[config.mk]
export PLATFORM = sky130hd
export DESIGN_NAME = fifo_rd_packer
export DESIGN_NICKNAME = d
export VERILOG_FILES = /design/src/rtl/fifo_rd_packer_pkg.sv /design/src/rtl/fifo_rd_packer_idle_timer.sv /design/src/rtl/fifo_rd_packer.sv
export SDC_FILE = /design/constraint.sdc
export NUM_CORES = 1
export LEC_CHECK = 0
export CAP_MARGIN = 0
export CORE_MARGIN = 2
export CORE_UTILIZATION = 40
export CTS_CLUSTER_DIAMETER = 60
export CTS_CLUSTER_SIZE = 8
export DETAILED_ROUTE_END_ITERATION = 16
export PLACE_DENSITY_LB_ADDON = 0.12
export SLEW_MARGIN = 30
export SYNTH_ARGS = -nofsm -noshare
export SYNTH_HDL_FRONTEND = slang
export SYNTH_SLANG_ARGS = --single-unit
[constraint.sdc]
create_clock -name clk_i -period 4.3 [get_ports clk_i]
set_input_delay 0.645 -clock clk_i [delete_from_list [all_inputs] [get_ports clk_i]]
set_output_delay 0.645 -clock clk_i [all_outputs]
set_load 0.005 [all_outputs]
[src/rtl/fifo_rd_packer_pkg.sv]
// Shared types and helpers for the FIFO read-side word packer.
package fifo_rd_packer_pkg;

    typedef enum logic {
        FILL = 1'b0,
        FULL = 1'b1
    } pack_state_t;

    function automatic int lane_idx_w(input int ratio);
        return (ratio > 1) ? $clog2(ratio) : 1;
    endfunction

endpackage

[src/rtl/fifo_rd_packer_idle_timer.sv]
// Idle-cycle counter that flags when a partially filled word has waited too long.
// Used by fifo_rd_packer only when FIFO_RD_PACKER_TIMEOUT_EN is defined.
module pack_idle_timer #(
    parameter int TIMEOUT = 16
) (
    input  logic clk_i,
    input  logic rst_i,
    input  logic clear_i,
    input  logic count_en_i,
    output logic expire_o
);

    localparam int CntW = $clog2(TIMEOUT + 1);

    logic [CntW-1:0] cnt_q, cnt_d;

    always_comb begin
        cnt_d = cnt_q;
        if (clear_i) begin
            cnt_d = '0;
        end else if (count_en_i) begin
            cnt_d = cnt_q + 1'b1;
        end
    end

    always_ff @(posedge clk_i or posedge rst_i) begin
        if (rst_i) begin
            cnt_q <= '0;
        end else begin
            cnt_q <= cnt_d;
        end
    end

    // Fires on the idle cycle that would complete TIMEOUT idle edges since the last pop.
    assign expire_o = count_en_i && (cnt_q == CntW'(TIMEOUT - 1));

endmodule

[src/rtl/fifo_rd_packer.sv]
// Pops RATIO narrow words from a show-ahead FIFO and presents them packed on a valid/ready stream.
// Optional partial-word flush after an idle period is enabled by FIFO_RD_PACKER_TIMEOUT_EN.
module fifo_rd_packer
    import fifo_rd_packer_pkg::*;
#(
    parameter int WIDTH   = 8,
    parameter int RATIO   = 4,
    parameter int TIMEOUT = 16
) (
    input  logic                   clk_i,
    input  logic                   rst_i,
    input  logic                   fifo_empty_i,
    input  logic [WIDTH-1:0]       fifo_dout_i,
    output logic                   fifo_pop_o,
    output logic                   m_valid_o,
    input  logic                   m_ready_i,
    output logic [WIDTH*RATIO-1:0] m_data_o,
    output logic [RATIO-1:0]       m_keep_o
);

    localparam int IDX_W = lane_idx_w(RATIO);
    localparam logic [IDX_W-1:0] LastIdx = IDX_W'(RATIO - 1);

    if (RATIO < 1 || TIMEOUT < 1) begin : gBadParams
        $error("fifo_rd_packer: RATIO and TIMEOUT must both be at least 1");
    end

    pack_state_t            state_q, state_d;
    logic [IDX_W-1:0]       idx_q, idx_d;
    logic [WIDTH*RATIO-1:0] data_q, data_d;
    logic [RATIO-1:0]       keep_q, keep_d;
    logic                   popEn;
    logic                   handshake;
    logic                   timerExpire;

    always_ff @(posedge clk_i or posedge rst_i) begin
        if (rst_i) begin
            state_q <= FILL;
        end else begin
            state_q <= state_d;
        end
    end

    // RATIO==1 keeps streaming in FULL when a new word arrives with the handshake.
    always_comb begin
        state_d = state_q;
        case (state_q)
            FILL: begin
                if ((popEn && (idx_q == LastIdx)) || timerExpire) begin
                    state_d = FULL;
                end
            end
            FULL: begin
                if (handshake && !(popEn && (RATIO == 1))) begin
                    state_d = FILL;
                end
            end
            default: state_d = FILL;
        endcase
    end

    always_comb begin
        popEn = 1'b0;
        if (!rst_i && !fifo_empty_i) begin
            popEn = (state_q == FILL) || m_ready_i;
        end
    end

    assign fifo_pop_o = popEn;
    assign m_valid_o  = (state_q == FULL);
    assign handshake  = m_valid_o && m_ready_i;
    assign m_data_o   = data_q;
    assign m_keep_o   = keep_q;

    always_comb begin
        data_d = data_q;
        keep_d = keep_q;
        idx_d  = idx_q;
        if (state_q == FILL) begin
            if (popEn) begin
                for (int i = 0; i < RATIO; i++) begin
                    if (idx_q == IDX_W'(i)) begin
                        data_d[i*WIDTH +: WIDTH] = fifo_dout_i;
                        keep_d[i]                = 1'b1;
                    end
                end
                idx_d = (idx_q == LastIdx) ? '0 : idx_q + 1'b1;
            end else if (timerExpire) begin
                idx_d = '0;
            end
        end else if (handshake) begin
            data_d = '0;
            keep_d = '0;
            idx_d  = '0;
            // A word popped during the handshake starts the next packed word in lane 0.
            if (popEn) begin
                data_d[WIDTH-1:0] = fifo_dout_i;
                keep_d[0]         = 1'b1;
                idx_d             = (RATIO > 1) ? IDX_W'(1) : '0;
            end
        end
    end

    always_ff @(posedge clk_i or posedge rst_i) begin
        if (rst_i) begin
            data_q <= '0;
            keep_q <= '0;
            idx_q  <= '0;
        end else begin
            data_q <= data_d;
            keep_q <= keep_d;
            idx_q  <= idx_d;
        end
    end

`ifdef FIFO_RD_PACKER_TIMEOUT_EN
    logic timerCountEn;
    logic timerClear;

    assign timerCountEn = (state_q == FILL) && (idx_q != '0) && !popEn;
    assign timerClear   = popEn || timerExpire;

    pack_idle_timer #(
        .TIMEOUT (TIMEOUT)
    ) uIdleTimer (
        .clk_i      (clk_i),
        .rst_i      (rst_i),
        .clear_i    (timerClear),
        .count_en_i (timerCountEn),
        .expire_o   (timerExpire)
    );
`else
    assign timerExpire = 1'b0;
`endif

endmodule

==> summary.md, run 1 <==
| Metric | Value |
|---|---|
| Status | finished, final reports clean |
| Final Max Tran Viols | 0 |
| Critical Path Sink Type | output port |
| P&R area growth vs syn | 33.1% |
| Min-Delay Endpoint | m_keep_o[3]$_DFFE_PP0P_ |
| Hold Path Origin | m_keep_o[3]$_DFFE_PP0P_ |
| Fin. Hold Viols | 0 |
| Vias | 1318 |
| Crit Reg-Reg Startpoint | m_valid_o$_DFF_PP0_ |
| Reg area | 976 um^2 |
| Fmax | 362 MHz |
| Synth Area in Adders | 2.93% |
| PortBufs | 49 |
| Placer congestion estimate | 0.774 |
| Residual DRC count | 0 |
| CP arrival | 2.12 ns |
| Number of diodes | 0 |
| Initial core utilization | 42.1% |
| Critical path class | in2out |
| FF-to-FF End | m_data_o[0]$_DFFE_PP0P_ |
| Fraction of layout cells with a size suffix above 1 | 9.13% |
| Starting DRT DRC Count | 71 |
| Yosys top cell by area | dfrtp_1 |
| Hold buffer count at CTS | 0 |
| Clock buffer depth | 2 |
| Netlist Area Pre-Place | 0.00171 mm^2 |
| Wire per inst | 15.5 um |
| Fill count | 348 |
| IO Count | 50 |
| Clk pin slew, worst setup/hold paths | 0.07 ns |
| Final instance area | 0.00227 mm^2 |
| Final WL | 4.00 mm |
| Flop-to-flop setup slack | 2.42 ns |
| Die area | 0.00481 mm^2 |
| Final nets | 223 |
| Die X | 69.3 um |
| Final Critical Period | 2.76 ns |
| Site Rows | 23 |
| Depth of the worst register-to-register path | 3 |
| Yosys cell types | 25 |
| Placed Area | 0.00219 mm^2 |
| Initial antenna violation count | 0 |
| Total Neg Setup Slack | 0 ns |
| Die Ht | 69.3 um |
| Area of the multi-input gates | 642 um^2 |
| Leakage power | 0.978 nW |
| Syn nets | 176 |
| Power Density | 663 mW/mm^2 |
| Final setup violation count | 0 |
| ANT nets after route | 0 |
| H-tree Lvls | 2 |
| Crit-path max FO | 10 |
| Top-area cell type share of the netlist area | 57.2% |
| Main combinational cell family by area after synthesis | simple AND/OR/NAND/NOR gates |
| CTS resizes | 0 |
| Clock latency on the worst-skew pair | 0.29 ns |
| Mapped Cells | 160 |
| XOR/XNOR share of the synthesized area | 0% |
| Compound-cell area share of the yosys netlist | 16.1% |
| CTS tree | built |
| Commonest non-fill, non-tap cells in the layout | nand2_1 (49), clkdlybuf4s50_1 (49), dfrtp_1 (39) |
| Synth warnings | 0 |
| Largest net degree at the start of global routing | 30 |
| Mapped Avg Cell Area | 10.7 um^2 |
| Worst EP required | 3.65 ns |
| Unrepaired setup endpoints after global routing | no |
| Register bit count reported by yosys | 39 |
| Post-synthesis mux area share | 0.587% |
| Max_cap viols | 0 |
| CTS Buf Count | 5 |
| Hold Path Stages | 1 |
| Clk_skew | 0.00575 ns |
| Global Route Usage Sum | 18.1% |
| Worst hold path type | reg2reg |
| DR vias/cell | 5.11 |
| DP Wirelength | 2.75 mm |
| Synth top area cells | dfrtp_1 (57%), nand2_1 (11%), o21ai_0 (6.7%), nor4b_4 (4.2%), ha_1 (2.9%) |
| Simple-gate share of the synthesized area | 17.9% |
| Vias in the first global route | 1421 |
| Tightest Pin Transition | 0.898 ns |
| Router iterations before antenna repair | 4 |
| Crit path launch type | input port |
| First-pass GRT wire length | 7.00 mm |
| Final Cycle Share | 64.2% |
| Core region area | 0.00406 mm^2 |
| Post-synthesis sequential area ratio | 57.2% |
| Worst VDD drop | 0.275 mV |
| Clock root cell | clkbuf_8 |
| CTS Sinks | 39 |
| GR Overflow Total | 0 |
| Slew HR | 39.9% |
| Setup bufs post-CTS | 0 |
-- worst max-delay path by stage --
stage / startpoint / end / cells after the start
global route: rst_i / fifo_pop_o / 3
floorplan: rst_i / idx_q[0]$_DFFE_PP0P_ / 2
finish: rst_i / fifo_pop_o / 3
CTS: rst_i / fifo_pop_o / 3
detailed placement: rst_i / fifo_pop_o / 3
global placement: rst_i / fifo_pop_o / 3
-- power by group --
| group | total (mW) | switching (mW) | leakage (nW) | internal [mW] |
|---|---|---|---|---|
| combinational | 0.627 | 0.230 | 0.439 | 0.397 |
| sequential | 0.641 | 0.108 | 0.498 | 0.533 |
| clock | 0.239 | 0.125 | 0.0422 | 0.114 |
| total | 1.51 | 0.463 | 0.978 | 1.04 |
-- metal layers --
metal	track usage, %	routed length, um
met5	0	0
met4	5.66	47
met3	5.67	268
met2	28.7	1850
met1	23.8	1840
-- through the flow --
step | total power [mW] | worst slack (ns) | cells | hold WS [ns] | utilization (%)
after CTS | 1.53 | 1.53 | 258 | 0.488 | 55.9
after detailed placement | 1.28 | 1.55 | 250 | 0.469 | 53.9
after global routing | 1.62 | 1.47 | 258 | 0.508 | 56.0
after floorplan | 0.900 | 2.58 | 160 | 0.473 | -
final | 1.51 | 1.54 | 258 | 0.483 | 56.0
after global placement | 1.26 | 1.52 | 250 | 0.462 | 53.9
-- critical path, cell delays in order --
cell and delay, ns:
clkdlybuf4s50_1 0.65, nor3_1 0.28, clkdlybuf4s50_1 0.54
-- final cells by class --
cell class	count	share of cell area (%)
clock buffers	7	3.36
clock inverters	1	0.220
inverters	3	0.496
multi-input cells	108	28.3
flip-flops and latches	39	43.0
well taps	50	2.75
repair buffers	50	21.9
-- state kept, by name (all words and copies together) (netlist names) --
name and flops:
idx_q 2, m_data_o 32, m_keep_o 4, m_valid_o 1
-- cells in the mapped netlist --
master,instances
o21ai_1,4
mux2i_1,1
nor2_1,1
nor4b_4,3
nor4_1,1
or2_2,1
a21o_2,1
a21boi_2,1
buf_6,4
a21oi_1,1
buf_4,2
nor2b_1,1
nand2_1,50
a22o_2,4
ha_1,4
o21ai_0,23
dfrtp_1,39
nand2b_4,1
a22o_1,4
buf_2,4
o31a_1,1
nor3_1,2
inv_1,3
o21a_1,1
a21o_1,3
-- cells by family (layout without fill, tap and decap cells) --
kind of cell / after synthesis / after routing
AND/OR/NAND/NOR: 60 / 60
AO/OA/AOI/OAI: 43 / 43
flip-flops: 39 / 39
buffers and inverters: 13 / 61
adder cells (fa/ha/maj): 4 / 4
multiplexers: 1 / 1
No activity file was read; power rests on OpenSTA's default activity.
==> inputs of run 2 (changes only) <==
==> constraint.sdc (replaced) <==
create_clock -name clk_i -period 2.2 [get_ports clk_i]
set_input_delay 0.33 -clock clk_i [delete_from_list [all_inputs] [get_ports clk_i]]
set_output_delay 0.33 -clock clk_i [all_outputs]
set_load 0.005 [all_outputs]
==> run 2 against run 1 <==
  * Sequential share of layout area down 1.7 points
  * Clock skew up 0.0021 ns
  * Critical path type unchanged
  * Core utilization up 2.3 points
  * Setup slack worse by 1.3 ns
==> summary.md, run 2 (synthesis results as in run 1) <==
| Metric | Value |
|---|---|
| Status | finished, final reports clean (unchanged) |
| CP peak stage delay | 0.54 ns (was 0.65 ns) |
| Crit path launch type | input port (unchanged) |
| WP buf/inv | 2 (unchanged) |
| Clk_skew | 0.00789 ns (was 0.00575 ns) |
| Int Pwr | 2.17 mW (was 1.04 mW) |
| IO Count | 50 (unchanged) |
| Placed Area | 0.00226 mm^2 (was 0.00219 mm^2) |
| Net Switching | 0.897 mW (was 0.463 mW) |
| Clock latency on the worst-skew pair | 0.29 ns (about the same) |
| Vias in the first global route | 1355 (was 1421) |
| Cells along the critical path | clkdlybuf4s50_1 -> nor2b_1 -> nor3_1 -> clkdlybuf4s50_1 (was clkdlybuf4s50_1 -> nor3_1 -> clkdlybuf4s50_1) |
| Fraction of layout cells with a size suffix above 1 | 12.1% (was 9.13%) |
| DP Wirelength | 2.85 mm (was 2.75 mm) |
| Tightest Pin Transition | 0.424 ns (was 0.898 ns) |
| Area of the multi-input gates | 639 um^2 (was 642 um^2) |
| CP Launch Point | m_ready_i (was rst_i) |
| Hold buffer count at CTS | 0 (unchanged) |
| Depth of the worst register-to-register path | 5 (was 3) |
| Slew HR | 71.6% (was 39.9%) |
| Largest net degree at the start of global routing | 31 (was 30) |
| Site Rows | 23 (unchanged) |
| Final instance area | 0.00236 mm^2 (was 0.00227 mm^2) |
| Final total power | 3.07 mW (was 1.51 mW) |
| Max_cap viols | 0 (unchanged) |
| Initial core utilization | 42.1% (unchanged) |
| Die Ht | 69.3 um (unchanged) |
| Final Critical Period | 1.97 ns |
| H-tree Lvls | 2 (unchanged) |
| Final Cycle Share | 89.5% |
| Crit-path max FO | 4 (was 10) |
| Power Density | 1300 mW/mm^2 (was 663 mW/mm^2) |
| Wire per inst | 15.1 um (was 15.5 um) |
| Min-Delay Endpoint | m_keep_o[2]$_DFFE_PP0P_ (was m_keep_o[3]$_DFFE_PP0P_) |
| Hold Path Origin | m_keep_o[2]$_DFFE_PP0P_ (was m_keep_o[3]$_DFFE_PP0P_) |
| Critical path class | in2out (unchanged) |
| Initial antenna violation count | 0 (unchanged) |
| CTS resizes | 0 (unchanged) |
| Total Neg Setup Slack | 0 ns (unchanged) |
| Starting DRT DRC Count | 89 (was 71) |
| Clock root cell | clkbuf_8 (unchanged) |
| Clock buffer depth | 2 (unchanged) |
| Residual DRC count | 0 (unchanged) |
| Switching Share | 29.2% (was 30.7%) |
| CP max-delay cell | clkdlybuf4s50_1 (unchanged) |
| Commonest non-fill, non-tap cells in the layout | nand2_1 (50), clkdlybuf4s50_1 (49), dfrtp_1 (39) (was nand2_1 (49), clkdlybuf4s50_1 (49), dfrtp_1 (39)) |
| Critical Path Sink Type | output port (unchanged) |
| Fill count | 340 (was 348) |
| Combinational Power Share | 41.2% (was 41.6%) |
| Final Max Tran Viols | 0 (unchanged) |
| CTS Sinks | 39 (unchanged) |
| Most used cell, CP | clkdlybuf4s50_1 (unchanged) |
| Reg area | 976 um^2 (unchanged) |
| Router iterations before antenna repair | 4 (unchanged) |
| CTS Buf Count | 5 (unchanged) |
| DR vias/cell | 5.05 (was 5.11) |
| Worst hold path type | reg2reg (unchanged) |
| ANT nets after route | 0 (unchanged) |
| Die X | 69.3 um (unchanged) |
| Worst EP required | 1.87 ns (was 3.65 ns) |
| Global Route Usage Sum | 18.2% (was 18.1%) |
| Clk pin slew, worst setup/hold paths | 0.07 ns (about the same) |
| Crit Reg-Reg Startpoint | idx_q[0]$_DFFE_PP0P_ (was m_valid_o$_DFF_PP0_) |
| Seq pwr share | 40.5% (was 42.5%) |
| Die area | 0.00481 mm^2 (unchanged) |
| Worst VDD drop | 0.618 mV (was 0.275 mV) |
| Cell family with most CP delay | buffers and inverters (unchanged) |
| PortBufs | 49 (unchanged) |
| Leakage power | 1.03 nW (was 0.978 nW) |
| Final WL | 3.99 mm (was 4.00 mm) |
| GR Overflow Total | 0 (unchanged) |
| Leading cell type in the layout, fill and taps excluded | nand2_1 |
| FF-to-FF End | m_data_o[7]$_DFFE_PP0P_ (was m_data_o[0]$_DFFE_PP0P_) |
| Setup bufs post-CTS | 0 (unchanged) |
| Fin. Hold Viols | 0 (unchanged) |
| Max reg flops | 32 (unchanged) |
| Final nets | 231 (was 223) |
| Vias | 1338 (was 1318) |
| Unrepaired setup endpoints after global routing | no (unchanged) |
| Flop-to-flop setup slack | 0.60 ns (was 2.42 ns) |
| Hold Path Stages | 1 (unchanged) |
| First-pass GRT wire length | 6.88 mm (was 7.00 mm) |
| Post-layout util | 58.2% (was 56.0%) |
| Worst hold slack | 0.480 ns (was 0.483 ns) |
| Placer congestion estimate | 0.764 (was 0.774) |
| CTS tree | built (unchanged) |
| Final setup violation count | 0 (unchanged) |
| CP arrival | 1.64 ns (was 2.12 ns) |
| P&R area growth vs syn | 38.4% (was 33.1%) |
| Clock power frac | 18.4% (was 15.9%) |
| Fmax | 508 MHz |
| Core region area | 0.00406 mm^2 (unchanged) |
| Number of diodes | 0 (unchanged) |
==> run 2: cell count changes in the layout (fill, tap and decap cells not counted), sizes merged <==
cell and delta:
bufinv +1, clkinv -1, clkbuf -1, buf +8
==> run 2: layout make-up <==
type | count | area share, %
Sequential cell | 39 | 41.3
Multi-Input combinational cell | 108 | 27.1
Timing Repair Buffer | 58 | 24.2
Clock buffer | 6 | 3.07
Tap cell | 50 | 2.65
Clock inverter | 1 | 1.27
Inverter | 3 | 0.477
==> run 2: per-layer routing <==
metal,vias up,GRT usage (%),share of wire (%)
met2,40,29.1,46
met1,648,24.3,47
met5,-,0,0
li1,644,-,-
met3,6,5.67,5.8
met4,0,4.58,1.1
==> run 2: worst max-delay path by stage <==
| stage | depth (start not counted) | slack, ns | to |
|---|---|---|---|
| CTS | 4 | 0.22 | fifo_pop_o |
| global route | 4 | 0.16 | fifo_pop_o |
| detailed placement | 4 | 0.24 | fifo_pop_o |
| global placement | 4 | 0.25 | fifo_pop_o |
| floorplan | 6 | 0.74 | m_data_o[0]$_DFFE_PP0P_ |
| finish | 4 | 0.23 | fifo_pop_o |
==> run 2: metrics by stage <==
| step | instances | setup slack, ns |
|---|---|---|
| floorplan | 160 | 0.741 |
| global placement | 258 | 0.251 |
| detailed placement | 258 | 0.237 |
| CTS | 265 | 0.217 |
| global route | 265 | 0.161 |
| finish | 265 | 0.230 |
==> run 2: power by group through the flow <==
stage / sequential [mW] / combinational [mW] / clock (mW)
2_1_floorplan: 1.25 / 0.506 / 0
3_3_place_gp: 1.24 / 1.25 / 0
3_5_place_dp: 1.26 / 1.27 / 0
4_1_cts: 1.25 / 1.29 / 0.585
5_1_grt: 1.29 / 1.41 / 0.618
6_report: 1.24 / 1.26 / 0.564
==> inputs of run 3 (changes only) <==
==> constraint.sdc (replaced) <==
create_clock -name clk_i -period 2.35 [get_ports clk_i]
set_input_delay 0.3525 -clock clk_i [delete_from_list [all_inputs] [get_ports clk_i]]
set_output_delay 0.3525 -clock clk_i [all_outputs]
set_load 0.005 [all_outputs]
==> run 3 against run 2 <==
  * Cell count unchanged
  * Critical path type is now reg2out
  * Largest power group is now sequential cells
  * Register-to-register slack worse by 0.04 ns
  * Setup slack better by 0.0044 ns
  * Critical endpoint unchanged
  * Sequential share of layout area up 0.49 points
  * Wire length up 0.63%
  * Via count up 0.60%
  * Non-clock buffer count unchanged
  * Sequential power down 5%
==> summary.md, run 3 (synthesis results as in run 1) <==
| Metric | Value |
|---|---|
| CP arrival | 1.76 ns (was 1.64 ns) |
| Status | finished, final reports clean (unchanged) |
| Final WL | 4.01 mm (was 3.99 mm) |
| Router iterations before antenna repair | 4 (unchanged) |
| Residual DRC count | 0 (unchanged) |
| Max_cap viols | 0 (unchanged) |
| Unrepaired setup endpoints after global routing | no (unchanged) |
| Post-layout util | 57.5% (was 58.2%) |
| Clk_skew | 0.00296 ns (was 0.00789 ns) |
| Fmax | 473 MHz |
| Tightest Pin Transition | 0.471 ns (was 0.424 ns) |
| Max reg flops | 32 (unchanged) |
| First-pass GRT wire length | 6.98 mm (was 6.88 mm) |
| Number of diodes | 0 (unchanged) |
| Placer congestion estimate | 0.779 (was 0.764) |
| Worst VDD drop | 0.531 mV (was 0.618 mV) |
| Clk pin slew, worst setup/hold paths | 0.07 ns (about the same) |
| DP Wirelength | 2.95 mm (was 2.85 mm) |
| Die X | 69.3 um (unchanged) |
| P&R area growth vs syn | 36.8% (was 38.4%) |
| Vias in the first global route | 1434 (was 1355) |
| GR Overflow Total | 0 (unchanged) |
| Flop-to-flop setup slack | 0.56 ns (was 0.60 ns) |
| Clock buffer depth | 2 (unchanged) |
| Starting DRT DRC Count | 139 (was 89) |
| Worst EP required | 2.00 ns (was 1.87 ns) |
| Initial core utilization | 42.1% (unchanged) |
| Initial antenna violation count | 0 (unchanged) |
| Non-filler cells, final | 265 (unchanged) |
| CTS Buf Count | 5 (unchanged) |
| Die Ht | 69.3 um (unchanged) |
| Hold buffer count at CTS | 0 (unchanged) |
| Worst hold path type | reg2reg (unchanged) |
| PortBufs | 49 (unchanged) |
| H-tree Lvls | 2 (unchanged) |
| Site Rows | 23 (unchanged) |
| IO Count | 50 (unchanged) |
| Wire per inst | 15.1 um (about the same) |
| Clock root cell | clkbuf_8 (unchanged) |
| Final Max Tran Viols | 0 (unchanged) |
| Critical Path Sink Type | output port (unchanged) |
| ANT nets after route | 0 (unchanged) |
| Fin. Hold Viols | 0 (unchanged) |
| Final setup violation count | 0 (unchanged) |
| Commonest non-fill, non-tap cells in the layout | nand2_1 (50), clkdlybuf4s50_1 (49), dfrtp_1 (39) (unchanged) |
| Largest net degree at the start of global routing | 28 (was 31) |
| Depth of the worst register-to-register path | 3 (was 5) |
| Final nets | 231 (unchanged) |
| Power Density | 1190 mW/mm^2 (was 1300 mW/mm^2) |
| Crit-path max FO | 10 (was 4) |
| Leakage power | 1.02 nW (was 1.03 nW) |
| Final Critical Period | 2.12 ns |
| Fraction of layout cells with a size suffix above 1 | 12.6% (was 12.1%) |
| Clock latency on the worst-skew pair | 0.29 ns (about the same) |
| Final total power | 2.78 mW (was 3.07 mW) |
| Core region area | 0.00406 mm^2 (unchanged) |
| Worst Setup EP | fifo_pop_o (unchanged) |
| Setup bufs post-CTS | 0 (unchanged) |
| DR vias/cell | 5.08 (was 5.05) |
| FF-to-FF End | m_data_o[7]$_DFFE_PP0P_ (unchanged) |
| CTS tree | built (unchanged) |
| # placed instances | 258 (unchanged) |
| CTS Sinks | 39 (unchanged) |
| Total Neg Setup Slack | 0 ns (unchanged) |
| CP Launch Point | m_valid_o$_DFF_PP0_ (was m_ready_i) |
| CTS resizes | 0 (unchanged) |
| Global Route Usage Sum | 18.3% (was 18.2%) |
| Crit Reg-Reg Startpoint | m_valid_o$_DFF_PP0_ (was idx_q[0]$_DFFE_PP0P_) |
| Final Cycle Share | 90.0% |
| Slew HR | 68.6% (was 71.6%) |
| Vias | 1346 (was 1338) |
| Leading cell type in the layout, fill and taps excluded | nand2_1 (unchanged) |
| Die area | 0.00481 mm^2 (unchanged) |
| Crit path launch type | flop (was input port) |
| Critical path class | reg2out (was in2out) |
run 3: cell count changes in the layout (fill, tap and decap cells not counted):
| cell | previous run | this run |
|---|---|---|
| buf_12 | 1 | 0 |
| buf_4 | 8 | 9 |
| bufinv_16 | 1 | 0 |
| clkbuf_1 | 1 | 0 |
| clkbuf_8 | 5 | 6 |
| clkinv_2 | 0 | 1 |
run 3: stage by stage:
stage               hold WS [ns]  setup WS (ns)  area (um^2)
finish                     0.479          0.234         2330
global route               0.490          0.101         2330
CTS                        0.484          0.204         2330
detailed placement         0.467          0.351         2250
global placement           0.465          0.391         2250
floorplan                  0.469          0.891         1710
run 3: final cells by class:
class | instances | area (um^2)
Clock inverter | 1 | 5.00
Inverter | 3 | 11.3
Timing Repair Buffer | 58 | 558
Clock buffer | 6 | 82.6
Fill cell | 348 | 1720
Tap cell | 50 | 62.6
Multi-Input combinational cell | 108 | 639
Sequential cell | 39 | 976
run 3: critical path, stage by stage (launching register included):
cell,delay (ns)
dfrtp_1,0.55
nor2b_1,0.24
nor3_1,0.16
clkdlybuf4s50_1,0.53
run 3: power breakdown:
| part | internal, mW | switching (mW) | total, mW |
|---|---|---|---|
| logic | 0.740 | 0.416 | 1.16 |
| clock network | 0.230 | 0.220 | 0.450 |
| registers | 0.976 | 0.202 | 1.18 |
run 3: worst min-delay path by stage:
stage,cells after the start,from,slack [ns],to
3_5_place_dp,1,m_keep_o[1]$_DFFE_PP0P_,0.47,m_keep_o[1]$_DFFE_PP0P_
5_1_grt,1,m_keep_o[1]$_DFFE_PP0P_,0.49,m_keep_o[1]$_DFFE_PP0P_
3_3_place_gp,1,m_keep_o[1]$_DFFE_PP0P_,0.47,m_keep_o[1]$_DFFE_PP0P_
2_1_floorplan,2,fifo_dout_i[2],0.47,m_data_o[10]$_DFFE_PP0P_
4_1_cts,1,m_keep_o[1]$_DFFE_PP0P_,0.48,m_keep_o[1]$_DFFE_PP0P_
6_report,1,m_keep_o[1]$_DFFE_PP0P_,0.48,m_keep_o[1]$_DFFE_PP0P_
run 3: routing by layer:
layer | vias to the layer above | share of wire [%] | global-route usage (%)
met5 | - | 0 | 0
met4 | 0 | 1.7 | 7.41
met3 | 8 | 5.1 | 4.36
met2 | 38 | 47 | 29.4
met1 | 653 | 46 | 23.9
li1 | 647 | - | -
